`config.mk`:
```
export PLATFORM = sky130hd
export DESIGN_NAME = imem_loader
export DESIGN_NICKNAME = d
export VERILOG_FILES = /design/src/rtl/proc_pkg.sv /design/src/rtl/imem_loader_word_packer.sv /design/src/rtl/imem_loader.sv
export SDC_FILE = /design/constraint.sdc
export NUM_CORES = 1
export LEC_CHECK = 0
export CAP_MARGIN = 10
export CORE_MARGIN = 4
export CORE_UTILIZATION = 50
export DETAILED_ROUTE_END_ITERATION = 10
export HOLD_SLACK_MARGIN = 0.06
export PLACE_DENSITY = 0.79
export SLEW_MARGIN = 20
export SYNTH_ARGS = -nofsm -noshare
export SYNTH_HDL_FRONTEND = slang
export SYNTH_SLANG_ARGS = --single-unit
```
`constraint.sdc`:
```
create_clock -name clk -period 2.7 [get_ports clk]
set_input_delay 0.54 -clock clk [delete_from_list [all_inputs] [get_ports clk]]
set_output_delay 0.54 -clock clk [all_outputs]
set_load 0.005 [all_outputs]
```
`src/rtl/proc_pkg.sv`:
```
// Shared loader definitions: default frame header, default
// imem address width and the loader state encoding.
package proc_pkg;

  localparam int unsigned ADDR_W_DEF = 12;
  localparam logic [7:0]  HEADER_DEF = 8'hA5;

  typedef enum logic [2:0] {
    S_IDLE,
    S_LEN_LO,
    S_LEN_HI,
    S_DATA,
    S_CSUM
  } ld_state_t;

endpackage

```
`src/rtl/imem_loader_word_packer.sv`:
```
// word_packer: shifts bytes into a little-endian 32-bit word.
// Ports: clk, rst_n, i_clr, i_valid, i_byte -> o_word, o_done.
module word_packer (
  input  logic        clk,
  input  logic        rst_n,
  input  logic        i_clr,
  input  logic        i_valid,
  input  logic [7:0]  i_byte,
  output logic [31:0] o_word,
  output logic        o_done
);

  logic [23:0] r_word;
  logic [1:0]  r_idx;

  // Strobe and full word are combinational so the
  // parent can register them on the 4th-byte edge.
  assign o_done = i_valid & (r_idx == 2'd3);
  assign o_word = {i_byte, r_word};

  always_ff @(posedge clk or negedge rst_n) begin
    if (!rst_n) begin
      r_word <= '0;
      r_idx  <= '0;
    end else if (i_clr) begin
      r_word <= '0;
      r_idx  <= '0;
    end else if (i_valid) begin
      unique case (r_idx)
        2'd0:    r_word[7:0]   <= i_byte;
        2'd1:    r_word[15:8]  <= i_byte;
        2'd2:    r_word[23:16] <= i_byte;
        default: r_word        <= '0;
      endcase
      r_idx <= r_idx + 2'd1;
    end
  end

endmodule

```
`src/rtl/imem_loader.sv`:
```
// imem_loader: framed byte stream -> sequential imem writes.
// Ports: clk, reset(n), in_*, imem_*, cpu_hold, load_done/err.
import proc_pkg::*;

module imem_loader #(
  parameter int unsigned ADDR_W = ADDR_W_DEF,
  parameter logic [7:0]  HEADER = HEADER_DEF
) (
  input  logic              clk,
  input  logic              reset,
  input  logic [7:0]        in_data,
  input  logic              in_valid,
  output logic              in_ready,
  output logic              imem_we,
  output logic [ADDR_W-1:0] imem_addr,
  output logic [31:0]       imem_wdata,
  output logic              cpu_hold,
  output logic              load_done,
  output logic              load_err
);

  ld_state_t r_state;
  ld_state_t w_next;

  logic              r_ready;
  logic              r_we;
  logic [ADDR_W-1:0] r_addr;
  logic [31:0]       r_wdata;
  logic              r_hold;
  logic              r_done;
  logic              r_err;
  logic [7:0]        r_len_lo;
  logic [15:0]       r_len;
  logic [ADDR_W:0]   r_widx;
  logic [7:0]        r_xor;

  logic        w_acc;
  logic [15:0] w_len;
  logic        w_len_bad;
  logic        w_last;
  logic        w_pk_clr;
  logic        w_pk_vld;
  logic        w_pk_done;
  logic [31:0] w_pk_word;

  assign in_ready   = r_ready;
  assign imem_we    = r_we;
  assign imem_addr  = r_addr;
  assign imem_wdata = r_wdata;
  assign cpu_hold   = r_hold;
  assign load_done  = r_done;
  assign load_err   = r_err;

  assign w_acc     = in_valid & r_ready;
  assign w_len     = {in_data, r_len_lo};
  assign w_len_bad = (w_len == 16'd0) ||
                     (32'(w_len) > (32'd1 << ADDR_W));
  // Index is one bit wider than the address so a
  // full-size frame ends without wrapping.
  assign w_last    = (32'(r_widx) + 32'd1) == 32'(r_len);
  assign w_pk_clr  = w_acc & (r_state == S_LEN_HI);
  assign w_pk_vld  = w_acc & (r_state == S_DATA);

  word_packer u_pk (
    .clk     (clk),
    .rst_n   (reset),
    .i_clr   (w_pk_clr),
    .i_valid (w_pk_vld),
    .i_byte  (in_data),
    .o_word  (w_pk_word),
    .o_done  (w_pk_done)
  );

  always_ff @(posedge clk or negedge reset) begin
    if (!reset) r_state <= S_IDLE;
    else        r_state <= w_next;
  end

  always_comb begin
    w_next = r_state;
    unique case (r_state)
      S_IDLE:
        if (w_acc && in_data == HEADER) w_next = S_LEN_LO;
      S_LEN_LO:
        if (w_acc) w_next = S_LEN_HI;
      S_LEN_HI:
        if (w_acc) w_next = w_len_bad ? S_IDLE : S_DATA;
      S_DATA:
        if (w_pk_done && w_last) w_next = S_CSUM;
      S_CSUM:
        if (w_acc) w_next = S_IDLE;
      default:
        w_next = S_IDLE;
    endcase
  end

  always_ff @(posedge clk or negedge reset) begin
    if (!reset) begin
      r_ready  <= 1'b0;
      r_we     <= 1'b0;
      r_addr   <= '0;
      r_wdata  <= '0;
      r_hold   <= 1'b1;
      r_done   <= 1'b0;
      r_err    <= 1'b0;
      r_len_lo <= '0;
      r_len    <= '0;
      r_widx   <= '0;
      r_xor    <= '0;
    end else begin
      r_ready <= 1'b1;
      r_we    <= 1'b0;
      r_done  <= 1'b0;
      if (w_acc) begin
        unique case (r_state)
          S_IDLE:
            if (in_data == HEADER) begin
              r_hold <= 1'b1;
              r_err  <= 1'b0;
            end
          S_LEN_LO:
            r_len_lo <= in_data;
          S_LEN_HI: begin
            r_len <= w_len;
            if (w_len_bad) begin
              r_err <= 1'b1;
            end else begin
              r_widx <= '0;
              r_xor  <= '0;
            end
          end
          S_DATA: begin
            r_xor <= r_xor ^ in_data;
            if (w_pk_done) begin
              r_we    <= 1'b1;
              r_addr  <= r_widx[ADDR_W-1:0];
              r_wdata <= w_pk_word;
              r_widx  <= r_widx + 1'b1;
            end
          end
          S_CSUM:
            if (in_data == r_xor) begin
              r_done <= 1'b1;
              r_hold <= 1'b0;
            end else begin
              r_err <= 1'b1;
            end
          default: ;
        endcase
      end
    end
  end

endmodule
```
==> Word level (Yosys, flattened, before mapping) <==
Cells that the tools add are included.
{ "totals": {"ff_bits": 123, "word_cells": 105, "ramBits": 0, "romBits": 0, "latchBits": 0, "input_bits": 11, "output_inout_bits": 49, "mem_count": 0} }
{ "classes": {"n_div": 0, "n_reduce_logical": 24, "n_mux": 32, "addsub": 3, "n_shift": 0, "multipliers": 0, "n_eq_ne": 24, "n_lt_le_gt_ge": 1, "bitwise_logic": 5} }
{ "ops": {"columns": ["operator", "count"], "rows": [
  ["$pmux 8 s2", 4],
  ["$mux 24", 2],
  ["$mux 13", 2],
  ["$pmux 13 s2", 1],
  ["$ne 2x2->1 const B", 10],
  ["$eq 14x16->1", 1],
  ["$gt 16x13->1 const B", 1],
  ["$logic_not 16->1", 1],
  ["$mux 3", 5],
  ["$pmux 3 s5", 1],
  ["$add 13x1->14 const B", 1],
  ["$add 13x1->13 const B", 1],
  ["$mux 1", 11],
  ["$reduce_and 2->1", 5],
  ["$reduce_and 5->1", 2],
  ["$eq 8x8->1", 1],
  ["$eq 8x8->1 const B", 1],
  ["$mux 8", 1],
  ["$ne 2x1->1 const B", 4],
  ["$reduce_and 4->1", 2],
  ["$xor 8x8->8", 1],
  ["$eq 3x2->1 const B", 2],
  ["$mux 2", 3],
  ["$reduce_and 3->1", 2],
  ["other kinds (15)", 24]
]} }

==> Longest topological paths before layout <==
{ "depth": {"depth_word": 6, "ltp_mapped": 8, "mapped_depth_nobuf": 7} }

==> By module <==
A second synthesis with hierarchy kept.
{ "hier_totals": {"cells_unflattened": 609, "area_unflattened_um2": 5805.6} }
{ "modules_own_cells": {"columns": ["mod", "seq_area_each_um2", "cells_per_inst", "n_inst", "area_each_um2"], "rows": [
  ["imem_loader", 2428.6, 476, 1, 4566.9],
  ["word_packer", 650.6, 133, 1, 1238.7]
]} }

==> Worst setup path after synthesis <==
OpenSTA, ideal clock, no wires.
{ "synth_timing": {"path_type": "register -> register", "startpoint": "reg r_widx[0]", "endpoint": "reg r_state[2]", "required_time_ps": 2634, "path_stages_with_launch": 9, "n_path_buf": 1, "setup_slack_ps": 551, "setup_ps": 66, "synth_period_minus_slack_ps": 2149, "arrival_ps": 2083, "path_cell_list": "dfrtp_1 ha_1 and3_1 buf_4 and3_4 xnor2_1 a2111o_1 nor4_4 o2bb2a_1"} }
{ "synth_via": {"elab_chain_cells": 5} }
{ "synth_rtl": {"columns": ["element", "line_no", "text"], "rows": [
  ["start, declared", "imem_loader.sv:34", "logic [ADDR_W:0] r_widx;"],
  ["start signal, assigned", "imem_loader.sv:138", "r_widx <= r_widx + 1'b1;"],
  ["$add 13x1->14", "imem_loader.sv:60", "assign w_last = (32'(r_widx) + 32'd1) == 32'(r_len);"],
  ["$eq 14x16->1", "imem_loader.sv:60", null],
  ["$logic_and 1x1->1", "imem_loader.sv:89", "if (w_pk_done && w_last) w_next = S_CSUM;"],
  ["$ne 2x1->1 (no line)", null, null],
  ["$reduce_and 5->1 (no line)", null, null],
  ["end signal, assigned", "imem_loader.sv:76", "else r_state <= w_next;"],
  ["end, declared", "imem_loader.sv:22", "ld_state_t r_state;"]
]} }
Every way passes these cells.
A chain may end at the register's enable or synchronous reset.

==> Worst setup path after layout <==
{ "layout_timing": {"startpoint": "reg r_widx[1]", "endpoint": "reg r_state[2]"} }
Same word-level chain as after synthesis.

==> reports/qor.csv <==
stage,metric,value,unit
outcome,result of the run,completed,
die,row count,38,
cts,count of H-tree levels built during CTS,4,
yosys,most common flop cell mapped by yosys,sky130_fd_sc_hd__dfrtp_1,
routing,DR pass1 iterations,5,
timing,final number of hold-violating endpoints,0,
cts,clock sink count,123,
timing,RSZ-0062 raised after global routing,no,
cts,Post-CTS Repair Setup Buffers,0,
global_routing,total routing usage reported by global routing,22.1,%
cells_and_area,"leading cell type in the layout, fill and taps excluded",sky130_fd_sc_hd__nand2_1,
cts,Post-CTS Hold Fix Bufs,0,
timing,transition at the pin with the smallest max-transition slack,0.589,ns
routing,post-detailed-routing wire length,13400,um
global_routing,vias in the first global route,4574,
routing,Detailed Route Iter0 Violations,385,
yosys,mean cell area of the mapped netlist,9.58,um^2
cells_and_area,"top library cells by usage in the layout, fill and taps aside","sky130_fd_sc_hd__nand2_1 (180), sky130_fd_sc_hd__dfrtp_1 (122), sky130_fd_sc_hd__clkdlybuf4s50_1 (58), sky130_fd_sc_hd__o21ai_0 (30), sky130_fd_sc_hd__nor2_1 (27)",
yosys,cell area after synthesis,5670,um^2
power_and_ir_drop,Tot Pwr,7.26,mW
power_and_ir_drop,leakage,3.31,nW
power_and_ir_drop,proportion of power drawn by the clock network,30.5,%
critical_path,slowest CP cell,sky130_fd_sc_hd__dfrtp_1,
cells_and_area,layout cells sized above 1,12.6,%
global_routing,gr ovfl total,0,
die,starting density of the core,51.6,%
placement,Placed Instances,774,
cts,Max clock buf depth,2,
power_and_ir_drop,Comb power frac,27.7,%
timing,sum of negative setup slack,0,ns
placement,total half-perimeter wirelength after legalization and detailed placement,8780,um
power_and_ir_drop,largest voltage drop on the vdd net,0.512,mV
yosys,number of distinct standard cells referenced by the synthesized netlist,52,
cells_and_area,share of the core filled with cells,64.0,%
critical_path,flop2flop setup slack,0.36,ns
cells_and_area,"Design Area, Final",7030,um^2
timing,Clock Skews,0.00674,ns
critical_path,cell-by-cell listing of the critical path,ha_1 -> and3_1 -> and3_4 -> xnor2_1 -> a2111o_1 -> nor4_4 -> o2bb2a_1,
timing,final worst path period need,2.34,ns
critical_path,buffering stage count on the worst path with inverters included,0,
timing,Slew HR,60.7,%
critical_path,required time of the critical path,3.05,ns
cts,number of buffers created by CTS,17,
worst_hold_path,kind of path behind the tightest hold check,in -> async,
critical_path,WS Path Type,reg -> reg,
flow_run,max-cap violations,0,
critical_path,cell depth of the worst flop-to-flop path,7,
critical_path,family with the most delay on the worst path,simple AND/OR/NAND/NOR gates,
global_routing,global-route wire length before repair,22700,um
yosys,count of mapped cells out of synthesis,592,
timing,final setup violation count,0,
timing,highest clock frequency the design can meet,0.428,GHz
global_routing,number of antenna violations at the first check in global routing,0,
global_routing,maximum number of pins on one net before global-route repair,61,
cells_and_area,Finished Layout Cells,806,
cells_and_area,number of nets in the layout,669,
cells_and_area,area added between synthesis and finish,24.0,%
critical_path,worst flop-to-flop path startpoint,r_widx[1],
routing,number of design rule violations left after detail routing,0,
die,Ports,60,
power_and_ir_drop,Seq pwr share,41.8,%
critical_path,capturing element type of the critical path,register,
routing,vias per std cell,5.62,
placement,Buffers on Ports,59,
routing,mean routed wirelength per cell,16.6,um
critical_path,endpoint of the most critical register-to-register path,r_state[2],
critical_path,critical path data arrival time,2.68,ns
power_and_ir_drop,Power per Cell Area,1030,nW/um^2
critical_path,Worst path max stage delay,0.42,ns
cts,TritonCTS clock tree,built,
timing,final worst path period share,86.5,%
critical_path,Worst Path Max Fanout,8,
critical_path,Critical Path Start Type,register,
yosys,synthesis-stage register bit count,123,
power_and_ir_drop,switching power as a share of total power,31.4,%
timing,pins over their slew limit,0,
yosys,post-synthesis net count,608,
yosys,proportion of register bits with asynchronous set or reset after synthesis,100,%
die,die area,13100,um^2
placement,placer congestion estimate,0.873,
cts,clock-pin transition on the worst setup and hold timing paths,0.06,ns
routing,number of routed nets with antenna violations,0,
yosys,sequential area share after synthesis,54.3,%
power_and_ir_drop,Switching Power,2.28,mW
die,horizontal die dimension,114,um
cts,cell at the root of the clock tree,sky130_fd_sc_hd__clkbuf_16,
yosys,Syn. warnings,0,
critical_path,critical path depth,7,
yosys,number of enable-type register cells in the synthesized netlist,0,
cts,clk_lat worst skew,0.41,ns
routing,via total after detailed routing,4532,
cells_and_area,total inserted antenna cells,0,
cts,CTS resizes,0,
die,die extent in y,114,um
die,Core Area,11000,um^2
placement,Post-Place Cell Area,6440,um^2
power_and_ir_drop,internal power component,4.98,mW
registers in the layout (all words and copies together), names as in the netlist, 2 cells and up:
register and count:
u_pk.r_idx 2, r_len_lo 8, r_len 16, u_pk.r_word 24, imem_addr 12, r_xor 8, r_widx 13, r_state 3
imem_wdata 32
stage by stage:
stage | hold slack [ns] | setup slack (ns)
after global routing | 0.0894 | 0.223
after CTS | 0.0720 | 0.376
after detailed placement | 0.456 | 0.195
after floorplan | 0.244 | 0.551
final | 0.0638 | 0.364
after global placement | 0.453 | 0.257
final cells by class:
cell class | instances | area (um^2)
Multi-Input combinational cell | 422 | 2390
Tap cell | 140 | 175
Clock buffer | 19 | 443
Inverter | 10 | 37.5
Clock inverter | 13 | 144
Sequential cell | 123 | 3080
Fill cell | 884 | 3950
Timing Repair Buffer | 79 | 763
power groups by stage:
| stage | combinational (mW) | sequential [mW] | clock [mW] |
|---|---|---|---|
| after floorplan | 1.24 | 2.89 | 0 |
| after global placement | 1.94 | 2.99 | 0 |
| after detailed placement | 2.01 | 3.04 | 0 |
| after CTS | 2.04 | 3.02 | 2.25 |
| after global routing | 2.22 | 3.13 | 2.34 |
| final | 2.01 | 3.03 | 2.22 |
how the worst max path moves through the flow:
stage,from,end,slack [ns]
4_1_cts,r_widx[1],r_state[2],0.38
2_1_floorplan,r_widx[0],r_state[2],0.55
3_3_place_gp,in_data[0],r_xor[4],0.26
6_report,r_widx[1],r_state[2],0.36
5_1_grt,r_widx[1],r_state[2],0.22
3_5_place_dp,in_valid,r_state[2],0.20
layer usage:
layer / vias up / part of all wire [%] / GRT usage (%)
met5: - / 0 / 0
met3: 29 / 5.5 / 4.49
met2: 155 / 48 / 34.0
met1: 2218 / 45 / 30.6
met4: 0 / 1.9 / 9.42
li1: 2130 / - / -
cell usage after synthesis (2+ instances only):
cell type	n	area share, %
sky130_fd_sc_hd__a211oi_1	3	0.40
sky130_fd_sc_hd__a21o_1	2	0.26
sky130_fd_sc_hd__a21oi_1	13	1.1
sky130_fd_sc_hd__a22o_1	14	2.2
sky130_fd_sc_hd__a31oi_1	12	1.3
sky130_fd_sc_hd__and2_1	4	0.44
sky130_fd_sc_hd__and3_1	4	0.44
sky130_fd_sc_hd__and4_1	2	0.31
sky130_fd_sc_hd__buf_2	8	0.71
sky130_fd_sc_hd__buf_4	4	0.53
sky130_fd_sc_hd__clkbuf_1	24	1.6
sky130_fd_sc_hd__dfrtp_1	122	54
sky130_fd_sc_hd__ha_1	5	1.1
sky130_fd_sc_hd__inv_1	9	0.60
sky130_fd_sc_hd__mux2_2	24	4.8
sky130_fd_sc_hd__mux2i_1	2	0.35
sky130_fd_sc_hd__nand2_1	180	12
sky130_fd_sc_hd__nand2b_1	2	0.22
sky130_fd_sc_hd__nand3_1	16	1.4
sky130_fd_sc_hd__nand4_1	7	0.77
sky130_fd_sc_hd__nor2_1	27	1.8
sky130_fd_sc_hd__nor2b_1	10	1.1
sky130_fd_sc_hd__nor3_1	5	0.44
sky130_fd_sc_hd__nor3b_1	3	0.40
sky130_fd_sc_hd__nor3b_2	2	0.44
sky130_fd_sc_hd__nor4_1	5	0.55
sky130_fd_sc_hd__o21a_1	3	0.40
sky130_fd_sc_hd__o21ai_0	30	2.6
sky130_fd_sc_hd__o21ai_1	3	0.26
sky130_fd_sc_hd__o31ai_1	2	0.26
sky130_fd_sc_hd__o32ai_1	2	0.31
sky130_fd_sc_hd__xnor2_1	11	1.7
sky130_fd_sc_hd__xor2_1	13	2.0
kinds of logic (layout without fill, tap and decap cells):
kind of cell    after synthesis  count (layout)  synth area share, %
compound gates               91              91                 10.3
xor+xnor                     24              24                 3.71
fa+ha+maj                     5               5                 1.10
buf+inv                      47             121                 3.55
flops                       123             123                 54.3
mux                          26              26                 5.12
other cells                   1               1               0.0661
simple gates                275             275                 21.8
(Power assumes the default switching activity.)
